===== src/rtl/fpu_divider_dp_seq_if.sv =====
// Start/done handshake bundle for the sequential binary64 divider.
// The master issues operands; the slave returns the quotient and flags.
interface fpu_divider_dp_seq_if;
  logic        start;
  logic [63:0] a;
  logic [63:0] b;
  logic        busy;
  logic        done;
  logic [63:0] c;
  logic        invalid;
  logic        div_zero;
  logic        overflow;
  logic        underflow;

  modport master (output start, a, b,
                  input  busy, done, c, invalid, div_zero, overflow, underflow);
  modport slave  (input  start, a, b,
                  output busy, done, c, invalid, div_zero, overflow, underflow);
endinterface


===== src/rtl/fpu_divider_dp_seq.sv =====
// Iterative binary64 divider: radix-2 restoring mantissa division, 56 quotient bits,
// round-to-nearest-even, subnormals flushed to zero on input and output.
module fpu_divider_dp_seq (
  input  logic                clk,
  input  logic                rst,
  fpu_divider_dp_seq_if.slave io
);
  typedef enum logic [2:0] {IDLE, CHECK, DIV, ROUND, DONE} state_t;

  localparam logic [63:0] QNAN = 64'h7FF8_0000_0000_0000;
  localparam logic [62:0] INF  = {11'h7FF, 52'h0};

  state_t             state_q, state_d;
  logic [63:0]        a_q, a_d, b_q, b_d;
  logic [53:0]        rem_q, rem_d;
  logic [52:0]        div_q, div_d;
  logic [55:0]        q_q, q_d;
  logic signed [12:0] e_q, e_d;
  logic [5:0]         cnt_q, cnt_d;
  logic [63:0]        c_q, c_d;
  logic [3:0]         fl_q, fl_d;  // {invalid, div_zero, overflow, underflow}

  // operand classification from the latched operands
  logic [10:0] ea, eb;
  logic [51:0] fa, fb;
  logic        sgn, a_nan, b_nan, a_inf, b_inf, a_zero, b_zero;
  assign ea     = a_q[62:52];
  assign eb     = b_q[62:52];
  assign fa     = a_q[51:0];
  assign fb     = b_q[51:0];
  assign sgn    = a_q[63] ^ b_q[63];
  assign a_nan  = (&ea) & (|fa);
  assign b_nan  = (&eb) & (|fb);
  assign a_inf  = (&ea) & ~(|fa);
  assign b_inf  = (&eb) & ~(|fb);
  assign a_zero = ~(|ea);
  assign b_zero = ~(|eb);

  // restoring step
  logic        ge;
  logic [53:0] diff;
  assign ge   = rem_q >= {1'b0, div_q};
  assign diff = ge ? rem_q - {1'b0, div_q} : rem_q;

  // normalise and round
  logic [55:0]        qn;
  logic signed [12:0] en, er;
  logic [52:0]        mant;
  logic               g, st, inc;
  logic [53:0]        m54;
  logic [51:0]        frac;
  always_comb begin
    qn   = q_q[55] ? q_q : {q_q[54:0], 1'b0};
    en   = q_q[55] ? e_q : e_q - 13'sd1;
    mant = qn[55:3];
    g    = qn[2];
    st   = (|qn[1:0]) | (|rem_q);
    inc  = g & (st | mant[0]);
    m54  = {1'b0, mant} + {53'b0, inc};
    // a carry-out means the mantissa became 2.0: renormalise to 1.0
    er   = m54[53] ? en + 13'sd1 : en;
    frac = m54[53] ? 52'b0 : m54[51:0];
  end

  always_comb begin
    state_d = state_q;
    a_d     = a_q;
    b_d     = b_q;
    rem_d   = rem_q;
    div_d   = div_q;
    q_d     = q_q;
    e_d     = e_q;
    cnt_d   = cnt_q;
    c_d     = c_q;
    fl_d    = fl_q;
    case (state_q)
      IDLE: if (io.start) begin
        a_d     = io.a;
        b_d     = io.b;
        state_d = CHECK;
      end
      CHECK: begin
        state_d = DONE;
        fl_d    = 4'b0000;
        if (a_nan || b_nan || (a_zero && b_zero) || (a_inf && b_inf)) begin
          c_d  = QNAN;
          fl_d = 4'b1000;
        end else if (a_inf) begin
          c_d = {sgn, INF};
        end else if (b_zero) begin
          c_d  = {sgn, INF};
          fl_d = 4'b0100;
        end else if (a_zero || b_inf) begin
          c_d = {sgn, 63'b0};
        end else begin
          fl_d    = fl_q;
          rem_d   = {2'b01, fa};
          div_d   = {1'b1, fb};
          e_d     = $signed({2'b00, ea}) - $signed({2'b00, eb}) + 13'sd1023;
          q_d     = '0;
          cnt_d   = '0;
          state_d = DIV;
        end
      end
      DIV: begin
        rem_d = {diff[52:0], 1'b0};
        q_d   = {q_q[54:0], ge};
        cnt_d = cnt_q + 6'd1;
        if (cnt_q == 6'd55) state_d = ROUND;
      end
      ROUND: begin
        state_d = DONE;
        if (er >= 13'sd2047) begin
          c_d  = {sgn, INF};
          fl_d = 4'b0010;
        end else if (er <= 13'sd0) begin
          c_d  = {sgn, 63'b0};
          fl_d = 4'b0001;
        end else begin
          c_d  = {sgn, er[10:0], frac};
          fl_d = 4'b0000;
        end
      end
      DONE:    state_d = IDLE;
      default: state_d = IDLE;
    endcase
  end

  always_ff @(posedge clk or posedge rst) begin
    if (rst) begin
      state_q <= IDLE;
      a_q     <= '0;
      b_q     <= '0;
      rem_q   <= '0;
      div_q   <= '0;
      q_q     <= '0;
      e_q     <= '0;
      cnt_q   <= '0;
      c_q     <= '0;
      fl_q    <= '0;
    end else begin
      state_q <= state_d;
      a_q     <= a_d;
      b_q     <= b_d;
      rem_q   <= rem_d;
      div_q   <= div_d;
      q_q     <= q_d;
      e_q     <= e_d;
      cnt_q   <= cnt_d;
      c_q     <= c_d;
      fl_q    <= fl_d;
    end
  end

  assign io.busy      = (state_q != IDLE);
  assign io.done      = (state_q == DONE);
  assign io.c         = c_q;
  assign io.invalid   = fl_q[3];
  assign io.div_zero  = fl_q[2];
  assign io.overflow  = fl_q[1];
  assign io.underflow = fl_q[0];
endmodule

===== src/flat_wrapper.sv =====
// flat-port wrapper written by rule: the top's interface ports become plain ports
module fpu_divider_dp_seq_flat 
  (clk, rst, io_start, io_a, io_b, io_busy, io_done, io_c, io_invalid, io_div_zero, io_overflow, io_underflow);
  fpu_divider_dp_seq_if io_i ();
  input  logic clk;
  input  logic rst;
  input wire logic [$bits(io_i.start)-1:0] io_start;
  input wire logic [$bits(io_i.a)-1:0] io_a;
  input wire logic [$bits(io_i.b)-1:0] io_b;
  output wire logic [$bits(io_i.busy)-1:0] io_busy;
  output wire logic [$bits(io_i.done)-1:0] io_done;
  output wire logic [$bits(io_i.c)-1:0] io_c;
  output wire logic [$bits(io_i.invalid)-1:0] io_invalid;
  output wire logic [$bits(io_i.div_zero)-1:0] io_div_zero;
  output wire logic [$bits(io_i.overflow)-1:0] io_overflow;
  output wire logic [$bits(io_i.underflow)-1:0] io_underflow;
  assign io_i.start = io_start;
  assign io_i.a = io_a;
  assign io_i.b = io_b;
  assign io_busy = io_i.busy;
  assign io_done = io_i.done;
  assign io_c = io_i.c;
  assign io_invalid = io_i.invalid;
  assign io_div_zero = io_i.div_zero;
  assign io_overflow = io_i.overflow;
  assign io_underflow = io_i.underflow;
  fpu_divider_dp_seq u_core (.clk(clk), .rst(rst), .io(io_i));
endmodule

===== config.mk =====
export PLATFORM = sky130hd
export DESIGN_NAME = fpu_divider_dp_seq_flat
export DESIGN_NICKNAME = d
export VERILOG_FILES = /design/src/rtl/fpu_divider_dp_seq_if.sv /design/src/rtl/fpu_divider_dp_seq.sv /design/src/flat_wrapper.sv
export SDC_FILE = /design/constraint.sdc
export NUM_CORES = 1
export LEC_CHECK = 0
export ABC_AREA = 1
export BUFFER_PORTS_ARGS = -buffer_cell sky130_fd_sc_hd__buf_2
export CAP_MARGIN = 20
export CORE_MARGIN = 2
export CORE_UTILIZATION = 55
export DETAILED_ROUTE_END_ITERATION = 6
export GPL_TIMING_DRIVEN = 0
export PLACE_DENSITY = 0.77
export REMOVE_ABC_BUFFERS = 1
export SYNTH_ARGS = -nofsm -noshare
export SYNTH_HDL_FRONTEND = slang
export SYNTH_SLANG_ARGS = --single-unit

===== constraint.sdc =====
create_clock -name clk -period 9.91 [get_ports clk]
set_clock_uncertainty 0.1 [all_clocks]
set_input_delay 0 -clock clk [delete_from_list [all_inputs] [get_ports clk]]
set_output_delay 0 -clock clk [all_outputs]
set_load 0.005 [all_outputs]

==> results.cfg <==
[run_status]
status = complete, no violations

[timing]
setup_violations = 0
tightest_slew_ns = 0.9964
rsz0062_at_grt = no
fin_crit_sh = 0.4759
relSlewSlack = 0.3347
max_freq_ghz = 0.2120
min_period_ns = 4.717
maxSlewViolCount = 0
hold_viol = 0

[cells_and_area]
final_design_area_no_fill_um2 = 27760
final_net_count = 3702
drive_above_1_share = 0.1050
syn_to_final_growth_pct = 18.14
num_antenna_cells = 0
final_cells = 4071
nFillCells = 3545

[worst_setup_path]
arrival_ns = 5.08
crit_required_ns = 10.28
crit_top_cell = nand2_1
slowest_stage = o21ai_0
path_cells = inv_1 > ha_1 > fa_1 > o21ai_0 > nand2_1 > nand2_1 > nand2_1 > nand2_1 > nand2_1 > nand2_1 > nand2_1 > nand2_1 > nand3_1 > nand3_4 > buf_12 > inv_1 > nand2_1 > nand3_1 > o211ai_1 > inv_1
crit_type = flip-flop to flip-flop
cp-start-kind = flip-flop
cp-end-kind = flip-flop
crit_fanout = 59
cpPeakStageDelay_ns = 0.78
r2r_cells = 20

[clocking]
clock_latency_ns = 0.58
cts.reportedPaths.clkPinSlew_ns = 0.06
cts_root_buf = clkbuf_16
cts-htree-levels = 2
cts.repair.resized = 0
cts_sinks = 381
postCtsSetupRepairBufs = 0
clockBufferDepth = 3
cts_tree = done
cts_buffers = 41

[global_route]
grt_max_degree = 135
gr-total-overflow = 0
grt_pass1_vias = 22240
grt_usage = 0.3172
grt_pass1_wl_mm = 112.9
antenna_found_initial = 0

[synthesis]
synth_top_area_frac = 0.4058
ys_warn_count = 0
synthArstFlopShare = 1.000
synth_cells = 3229
synth_top_flop_cell = dfrtp_1
synth.avg_cell_area_um2 = 7.276
yosys.area.top_type = dfrtp_1
synth_edf_count = 0
ys_types = 53
synth_area_leaders = dfrtp_1 41%, nand2_1 12%, inv_1 7.3%
synth_seq_cells = 381
synth_common_cells = 723 x nand2_1, 457 x inv_1, 381 x dfrtp_1, 369 x nor2_1, 231 x o21ai_0
synth_area_um2 = 23500
synth_most_common_cell = nand2_1
yosysSeqAreaShare = 0.4058

[route]
post-route-drc-count = 0
final_antenna_net_count = 0
drt_iter0_drc = 1641
wl_per_cell_um = 17.24
firstDrtPassIters = 6
postRouteWirelength_mm = 70.19
vias_per_cell = 5.577
num_vias = 22700

[pwr]
ir_drop_uv = 203.0
p_comb_frac = 0.570
fin_total_pwr_mw = 9.604
p_int_mw = 4.907
p_sw_frac = 0.4890
powerDensity_nw_per_um2 = 346.0
switchingPower_mw = 4.697
p_leak_nw = 13.24
p_seq_frac = 0.262
pwr-share-clk = 0.168

[placed_design]
dp.cells = 3864
gp_congestion = 0.9554
post_dp_cell_area_um2 = 25020
dp_hpwl_mm = 50.50
io_buffers = 200

[die]
row_count = 75
initial_core_util = 0.5589
core_area_um2 = 42040
die_x_um = 210.7
die_area_um2 = 44390
die_h_um = 210.7
pin_count = 201

[worst_hold_path]
hold_class = primary input to flip-flop
hold_path_depth = 3

[flow_run]
max_cap_violations = 0
==> power groups by stage <==
stage	Combinational, mW	Sequential [mW]	Clock, mW
floorplan	3.93	2.40	0
global placement	5.22	2.50	0
finish	5.47	2.52	1.61
detailed placement	5.30	2.51	0
CTS	5.38	2.49	1.63
global route	6.13	2.57	1.69
==> placed cells by master (no fill, tap or decap), drive strengths merged, types with 4 or more instances in the layout <==
cell type | synthesis | layout
and2 | 4 | 4
a22oi | 4 | 4
o21ai | 261 | 261
nor2 | 386 | 386
o22ai | 58 | 58
dfrtp | 381 | 381
a31oi | 18 | 18
ha | 70 | 70
buf | 35 | 214
clkinvlp | 0 | 6
xnor2 | 27 | 27
clkinv | 2 | 9
nand3 | 147 | 147
nor3 | 33 | 33
clkbuf | 83 | 57
nand2 | 734 | 734
or2 | 5 | 5
a21o | 10 | 10
or4 | 5 | 5
mux2 | 24 | 24
inv | 464 | 467
dlygate4sd3 | 0 | 131
and3 | 7 | 7
xor2 | 61 | 61
nand3b | 11 | 11
o31ai | 4 | 4
a21oi | 221 | 221
nor3b | 4 | 4
o21bai | 14 | 14
a21boi | 6 | 6
nor4 | 41 | 41
o211ai | 44 | 44
nand4 | 47 | 47
==> state kept, by name, indices dropped and copies added (netlist names) <==
name and flops:
u_core.e_q 13, u_core.cnt_q 6, u_core.io.c 64, u_core.b_q 64, u_core.fl_q 4, u_core.q_q 56
u_core.rem_q 54, u_core.state_q 3, u_core.a_q 64, u_core.div_q 53
==> final cells by class <==
class                      instances  area (µm²)  area share
multi-input combinational       2264       11700      0.4214
sequential                       381        9538      0.3436
timing repair buffer             345        2668     0.09610
inverter                         466        1759     0.06338
clock buffer                      57        1219     0.04390
tap                              539       674.4     0.02430
clock inverter                    19       203.9    0.007347
==> path summary, 6_finish.rpt <==
kind                                  startpoint          endpoint  slack [ns]
worst max-delay path             u_core.rem_q[0]  u_core.rem_q[40]        5.19
worst min-delay path                    io_b[52]    u_core.b_q[52]        0.09
worst max register to register   u_core.rem_q[0]  u_core.rem_q[40]        5.19
worst min register to register  u_core.div_q[52]  u_core.div_q[52]        0.37
max in group asynchronous                    rst    u_core.a_q[41]        8.14
min in group asynchronous                    rst    u_core.io.c[5]        0.53
==> worst max-delay path, delay by kind of cell (launching register included) <==
family                   cells  cell delay (ns)
AO/OA/AOI/OAI                2             0.93
adder cells (fa/ha/maj)      2             0.66
buffers and inverters        4             0.73
flip-flops                   1             0.35
AND/OR/NAND/NOR             12             1.84
==> stage by stage <==
stage | utilization | setup TNS (ns) | setup WS (ns) | hold WS [ns]
2_1_floorplan | - | -295.56 | -0.7757 | 0.05090
3_3_place_gp | 0.5851 | -1635.15 | -4.329 | 0.1313
3_5_place_dp | 0.5952 | 0 | 5.308 | -0.05527
4_1_cts | 0.6603 | 0 | 5.288 | 0.06539
5_1_grt | 0.6603 | 0 | 4.885 | 0.09500
6_report | 0.6603 | 0 | 5.193 | 0.08951
==> layer usage <==
metal  share of wire  up-vias  GRT usage
li1                -    11080          -
met1            0.43    10770     0.4099
met2            0.48      696     0.5417
met3           0.051      168    0.04445
met4           0.038        0     0.1221
met5               0        -          0
==> cells by family after synthesis <==
group | Yosys count | share of synthesized area
AOI/OAI and AO/OA | 656 | 0.1558
xor gates and xnor gates | 88 | 0.03280
adders and majority gates | 72 | 0.03898
buffers and inverters | 584 | 0.09884
DFF | 381 | 0.4058
muxes | 24 | 0.01150
and+or+nand+nor | 1424 | 0.2563
==> repair_timing <==
action	in CTS	in global routing
hold buffers	131	0
setup endpoints to repair	0	0
endpoints found under the hold margin	510	0
Power figures use the tool's default switching activity.
